--- config.mk ---
export PLATFORM = sky130hd
export DESIGN_NAME = multicycle_main_control
export DESIGN_NICKNAME = d
export VERILOG_FILES = /design/src/rtl/multicycle_main_control.sv
export SDC_FILE = /design/constraint.sdc
export NUM_CORES = 1
export LEC_CHECK = 0
export CELL_PAD_IN_SITES_DETAIL_PLACEMENT = 1
export CELL_PAD_IN_SITES_GLOBAL_PLACEMENT = 1
export CORE_ASPECT_RATIO = 0.5
export CORE_MARGIN = 4
export CORE_UTILIZATION = 49
export CTS_CLUSTER_DIAMETER = 60
export DETAILED_ROUTE_END_ITERATION = 8
export DONT_BUFFER_PORTS = 1
export PLACE_DENSITY_LB_ADDON = 0.2
export SLEW_MARGIN = 20
export SYNTH_ARGS = -nofsm -noshare
export SYNTH_HDL_FRONTEND = slang
export SYNTH_SLANG_ARGS = --single-unit
--- constraint.sdc ---
create_clock -name clk -period 3.6 [get_ports clk]
set_clock_uncertainty 0.2 [all_clocks]
set_input_delay 0.72 -clock clk [delete_from_list [all_inputs] [get_ports clk]]
set_output_delay 0.72 -clock clk [all_outputs]
set_load 0.005 [all_outputs]
--- src/rtl/multicycle_main_control.sv ---
// Multicycle MIPS-style main control FSM: sequences fetch/decode/execute/memory/writeback
// and decodes datapath selects and write strobes from the current state.
module multicycle_main_control #(
  parameter logic [5:0] OP_RTYPE = 6'b000000,
  parameter logic [5:0] OP_LW    = 6'b100011,
  parameter logic [5:0] OP_SW    = 6'b101011,
  parameter logic [5:0] OP_BEQ   = 6'b000100,
  parameter logic [5:0] OP_J     = 6'b000010
) (
  input  logic        clk,
  input  logic        rst,
  input  logic [5:0]  opcode,
  input  logic        mem_ready,
  output logic        pc_write,
  output logic        pc_write_cond,
  output logic        i_or_d,
  output logic        mem_read,
  output logic        mem_write,
  output logic        ir_write,
  output logic        mem_to_reg,
  output logic        reg_dst,
  output logic        reg_write,
  output logic        alu_src_a,
  output logic [1:0]  alu_src_b,
  output logic [1:0]  alu_op,
  output logic [1:0]  pc_source,
  output logic        illegal_op,
  output logic [31:0] instr_count,
  output logic [3:0]  state
);

  typedef enum logic [3:0] {
    IDLE       = 4'd0,
    FETCH      = 4'd1,
    DECODE     = 4'd2,
    MEM_ADDR   = 4'd3,
    MEM_READ   = 4'd4,
    MEM_WB     = 4'd5,
    MEM_WRITE  = 4'd6,
    EXECUTE    = 4'd7,
    R_COMPLETE = 4'd8,
    BRANCH     = 4'd9,
    JUMP       = 4'd10
  } state_t;

  state_t cur, nxt;
  logic   retire, bad_op;

  assign state = cur;

  always_ff @(posedge clk) begin
    if (rst) begin
      cur         <= IDLE;
      instr_count <= 32'd0;
      illegal_op  <= 1'b0;
    end else begin
      cur        <= nxt;
      illegal_op <= bad_op;
      if (retire) instr_count <= instr_count + 32'd1;
    end
  end

  always_comb begin
    nxt           = IDLE;
    retire        = 1'b0;
    bad_op        = 1'b0;
    pc_write      = 1'b0;
    pc_write_cond = 1'b0;
    i_or_d        = 1'b0;
    mem_read      = 1'b0;
    mem_write     = 1'b0;
    ir_write      = 1'b0;
    mem_to_reg    = 1'b0;
    reg_dst       = 1'b0;
    reg_write     = 1'b0;
    alu_src_a     = 1'b0;
    alu_src_b     = 2'b00;
    alu_op        = 2'b00;
    pc_source     = 2'b00;
    case (cur)
      IDLE: nxt = FETCH;
      FETCH: begin
        mem_read  = 1'b1;
        alu_src_b = 2'b01;
        ir_write  = mem_ready;
        pc_write  = mem_ready;
        nxt       = mem_ready ? DECODE : FETCH;
      end
      DECODE: begin
        alu_src_b = 2'b11;
        if (opcode == OP_RTYPE)                       nxt = EXECUTE;
        else if (opcode == OP_LW || opcode == OP_SW)  nxt = MEM_ADDR;
        else if (opcode == OP_BEQ)                    nxt = BRANCH;
        else if (opcode == OP_J)                      nxt = JUMP;
        else begin
          nxt    = FETCH;
          bad_op = 1'b1;
        end
      end
      MEM_ADDR: begin
        alu_src_a = 1'b1;
        alu_src_b = 2'b10;
        // opcode is held stable, so anything else here can only follow a glitch
        if (opcode == OP_LW)      nxt = MEM_READ;
        else if (opcode == OP_SW) nxt = MEM_WRITE;
        else                      nxt = FETCH;
      end
      MEM_READ: begin
        mem_read = 1'b1;
        i_or_d   = 1'b1;
        nxt      = mem_ready ? MEM_WB : MEM_READ;
      end
      MEM_WB: begin
        reg_write  = 1'b1;
        mem_to_reg = 1'b1;
        nxt        = FETCH;
        retire     = 1'b1;
      end
      MEM_WRITE: begin
        mem_write = 1'b1;
        i_or_d    = 1'b1;
        nxt       = mem_ready ? FETCH : MEM_WRITE;
        retire    = mem_ready;
      end
      EXECUTE: begin
        alu_src_a = 1'b1;
        alu_op    = 2'b10;
        nxt       = R_COMPLETE;
      end
      R_COMPLETE: begin
        reg_dst   = 1'b1;
        reg_write = 1'b1;
        nxt       = FETCH;
        retire    = 1'b1;
      end
      BRANCH: begin
        alu_src_a     = 1'b1;
        alu_op        = 2'b01;
        pc_write_cond = 1'b1;
        pc_source     = 2'b01;
        nxt           = FETCH;
        retire        = 1'b1;
      end
      JUMP: begin
        pc_write  = 1'b1;
        pc_source = 2'b10;
        nxt       = FETCH;
        retire    = 1'b1;
      end
      default: nxt = IDLE;
    endcase
  end

endmodule
==> flow_metrics.env <==
export IMPL_syn_nets=280
export IMPL_ys_ff_latch=37
export IMPL_num_vias=1955
export IMPL_ys_seq_area_share_pct=33.3
export IMPL_grt_overflow_total=0
export IMPL_r2r_setup_slack_ns=1.16
export IMPL_switching_share_pct=22.7
export IMPL_ys_types=45
export IMPL_status="complete, no violations"
export IMPL_clk_pin_slew_ns=0.07
export IMPL_wl_um=5480
export IMPL_seqCellArea_um2=741
export IMPL_synth_compound_area_share_pct=11.4
export IMPL_holdPathEnd="instr_count[8]$_SDFFE_PP0P_"
export IMPL_async_reset_ff_share_pct=0
export IMPL_detail_route_wl_per_cell_um=17.5
export IMPL_port_buffers=0
export IMPL_rsz0062_at_grt="no"
export IMPL_use_met1_pct=25.8
export IMPL_crit_arrival_ns=1.85
export IMPL_p_leak_nw=0.771
export IMPL_start_util_pct=53.9
export IMPL_min_period_over_period_pct=77.1
export IMPL_synth_top_family_by_area="simple AND/OR/NAND/NOR gates"
export IMPL_tightest_slew_ns=0.753
export IMPL_netlist_area_um2=2220
export IMPL_first_global_vias=1911
export IMPL_synthMuxAreaShare_pct=11.0
export IMPL_clkPwrFrac_pct=37.4
export IMPL_rr_worst_depth=4
export IMPL_nets=270
export IMPL_cts_sinks=37
export IMPL_relSlewSlack_pct=49.1
export IMPL_period_minus_slack_ns=2.77
export IMPL_p_seq_share_pct=58.7
export IMPL_clockBufferDepth=2
export IMPL_firstDrtPassIters=4
export IMPL_post_route_util_pct=55.3
export IMPL_first_iter_violations=85
export IMPL_crit_path_end_kind="output pin"
export IMPL_synth_fa_ha_area_share_pct=0.563
export IMPL_start_kind="register"
export IMPL_totalPowerFinal_mw=0.714
export IMPL_gp_congestion=0.724
export IMPL_ios=62
export IMPL_synth_cells=270
export IMPL_cts_inserted_buffers=5
export IMPL_yosys_area_share_simple_pct=37.4
export IMPL_htree_levels=2
export IMPL_areaGrowthSynthToFinish_pct=2.53
export IMPL_remaining_drc_errors=0
export IMPL_hpwl_um=3780
export IMPL_ctsResizeCount=0
export IMPL_maxCapViolations=0
export IMPL_cp_max_fo=14
export IMPL_final_common_cell="dfxtp_1"
export IMPL_multiInputGateArea_um2=1380
export IMPL_worstPathRequired_ns=2.68
export IMPL_cts_root_buf="clkbuf_8"
export IMPL_cts_setup_buffers=0
export IMPL_fillers=511
export IMPL_slowest_delay_ns=0.65
export IMPL_fin_ws_ns=0.826
export IMPL_synth_edf_count=0
export IMPL_dp_slack_ns=1.15
export IMPL_r2r_end="instr_count[31]$_SDFFE_PP0P_"
export IMPL_synth_avg_cell_area_um2=8.23
export IMPL_top_usage_layer="met2"
export IMPL_p_int_mw=0.552
export IMPL_core_area_um2=4120
export IMPL_grtUsageMet3_pct=6.63
export IMPL_gr_usage_all_layers_pct=19.8
export IMPL_combPwrFrac_pct=3.9
export IMPL_power_density_nw_per_um2=313
export IMPL_p_sw_mw=0.162
export IMPL_drive_gt1_share_pct=10.0
export IMPL_ant_nets=0
export IMPL_die_w_um=103
export IMPL_crit_chain="nand2b_1 > or3b_2 > o22ai_1"
export IMPL_ys_warn_count=0
export IMPL_cts_tree="done"
export IMPL_worst_ir_drop_vdd_mv=0.186
export IMPL_met2_usage_pct=31.2
export IMPL_synth_xor_area_share_pct=1.58
export IMPL_hold_start="rst"
export IMPL_whs_path_depth=1
export IMPL_maxSlewViolCount=0
export IMPL_die_y_um=55.6
export IMPL_final_cell_mix="37 x dfxtp_1, 31 x nor2_1, 20 x nor2b_1"
export IMPL_n_antenna_cell=0
export IMPL_grt_pass1_wl_um=9140
export IMPL_grt_max_degree=54
export IMPL_antenna_found_initial=0
export IMPL_timing_setup_tns_ns=0
export IMPL_synthFlopType="dfxtp_1"
export IMPL_clk_latency_ns=0.28
export IMPL_design_die_area_um2=5740
export IMPL_whs_ns=0.306
export IMPL_timing_rr_start="instr_count[2]$_SDFFE_PP0P_"
export IMPL_max_freq_ghz=0.360
export IMPL_crit_slowest_cell="dfxtp_1"
export IMPL_final_setup_viol_count=0
export IMPL_hold_viol=0
export IMPL_cts_hold_repair_buffers=0
export IMPL_viasPerCell=6.25
export IMPL_hold_class="input pin to register"
export IMPL_setup_worst_path_class="register to output pin"
export IMPL_rows=16
==> per-stage QoR <==
step / instances / cell area (um^2)
6_report: 313 / 2280
5_1_grt: 313 / 2280
4_1_cts: 313 / 2280
3_5_place_dp: 307 / 2210
3_3_place_gp: 307 / 2210
2_1_floorplan: 270 / 2220
==> power by group through the flow <==
stage | Combinational (mW) | Sequential [mW] | Clock, mW
CTS | 0.0280 | 0.419 | 0.274
global route | 0.0318 | 0.420 | 0.298
detailed placement | 0.0280 | 0.428 | 0
finish | 0.0279 | 0.419 | 0.267
global placement | 0.0264 | 0.428 | 0
floorplan | 0.0354 | 0.423 | 0
==> how the worst max path moves through the flow <==
stage / from / end / slack [ns] / cells after the start
after floorplan: mem_ready / pc_write / 1.33 / 2
after global placement: state[0]$_SDFF_PP0_ / pc_write / 1.21 / 3
after detailed placement: state[0]$_SDFF_PP0_ / pc_write / 1.15 / 3
after CTS: state[0]$_SDFF_PP0_ / pc_write / 0.83 / 3
after global routing: state[0]$_SDFF_PP0_ / pc_write / 0.65 / 3
final: state[0]$_SDFF_PP0_ / pc_write / 0.83 / 3
==> flip-flops by register name, summed over array words and instances, names as in the netlist <==
name / cells
state: 4
instr_count: 32
illegal_op: 1
==> per-layer routing <==
layer / wire length [um] / share of wire (%) / vias up
met4: 34 / 0.62 / 0
met5: 0 / 0 / -
met3: 329 / 6.0 / 2
met1: 2580 / 47 / 953
met2: 2540 / 46 / 48
li1: - / - / 952
==> synth_stat cells, drive strengths merged (7+ instances only) <==
master	instances	area share, %
o21ai	8	1.8
nor2	31	5.2
mux2	19	9.6
nand2	17	2.9
nand4	9	2.5
clkbuf	11	1.9
dfxtp	37	33
nor4	13	3.7
a21oi	16	3.6
nor3	10	2.3
buf	7	2.3
or3	7	2.0
nor2b	20	5.6
or4	7	2.5
==> area by class of cell <==
| cell class | instances | area share (%) |
|---|---|---|
| Sequential cell | 37 | 32.5 |
| Tap cell | 54 | 2.96 |
| Clock inverter | 1 | 0.220 |
| Timing Repair Buffer | 1 | 0.329 |
| Multi-Input combinational cell | 211 | 60.3 |
| Clock buffer | 5 | 3.02 |
| Inverter | 4 | 0.659 |
==> cells by family (layout without fill, tap and decap cells) <==
| family | after synthesis | after routing |
|---|---|---|
| flops | 37 | 37 |
| mux | 22 | 22 |
| simple gates | 145 | 145 |
| xor+xnor | 4 | 4 |
| fa+ha+maj | 1 | 1 |
| compound gates | 39 | 39 |
| buf+inv | 22 | 11 |
==> worst max-delay path, delay by kind of cell (launching register included) <==
kind	cells	cell delay, ns
DFF	1	0.65
and+or+nand+nor	2	0.71
AOI/OAI and AO/OA	1	0.21
Power figures use the tool's default switching activity.
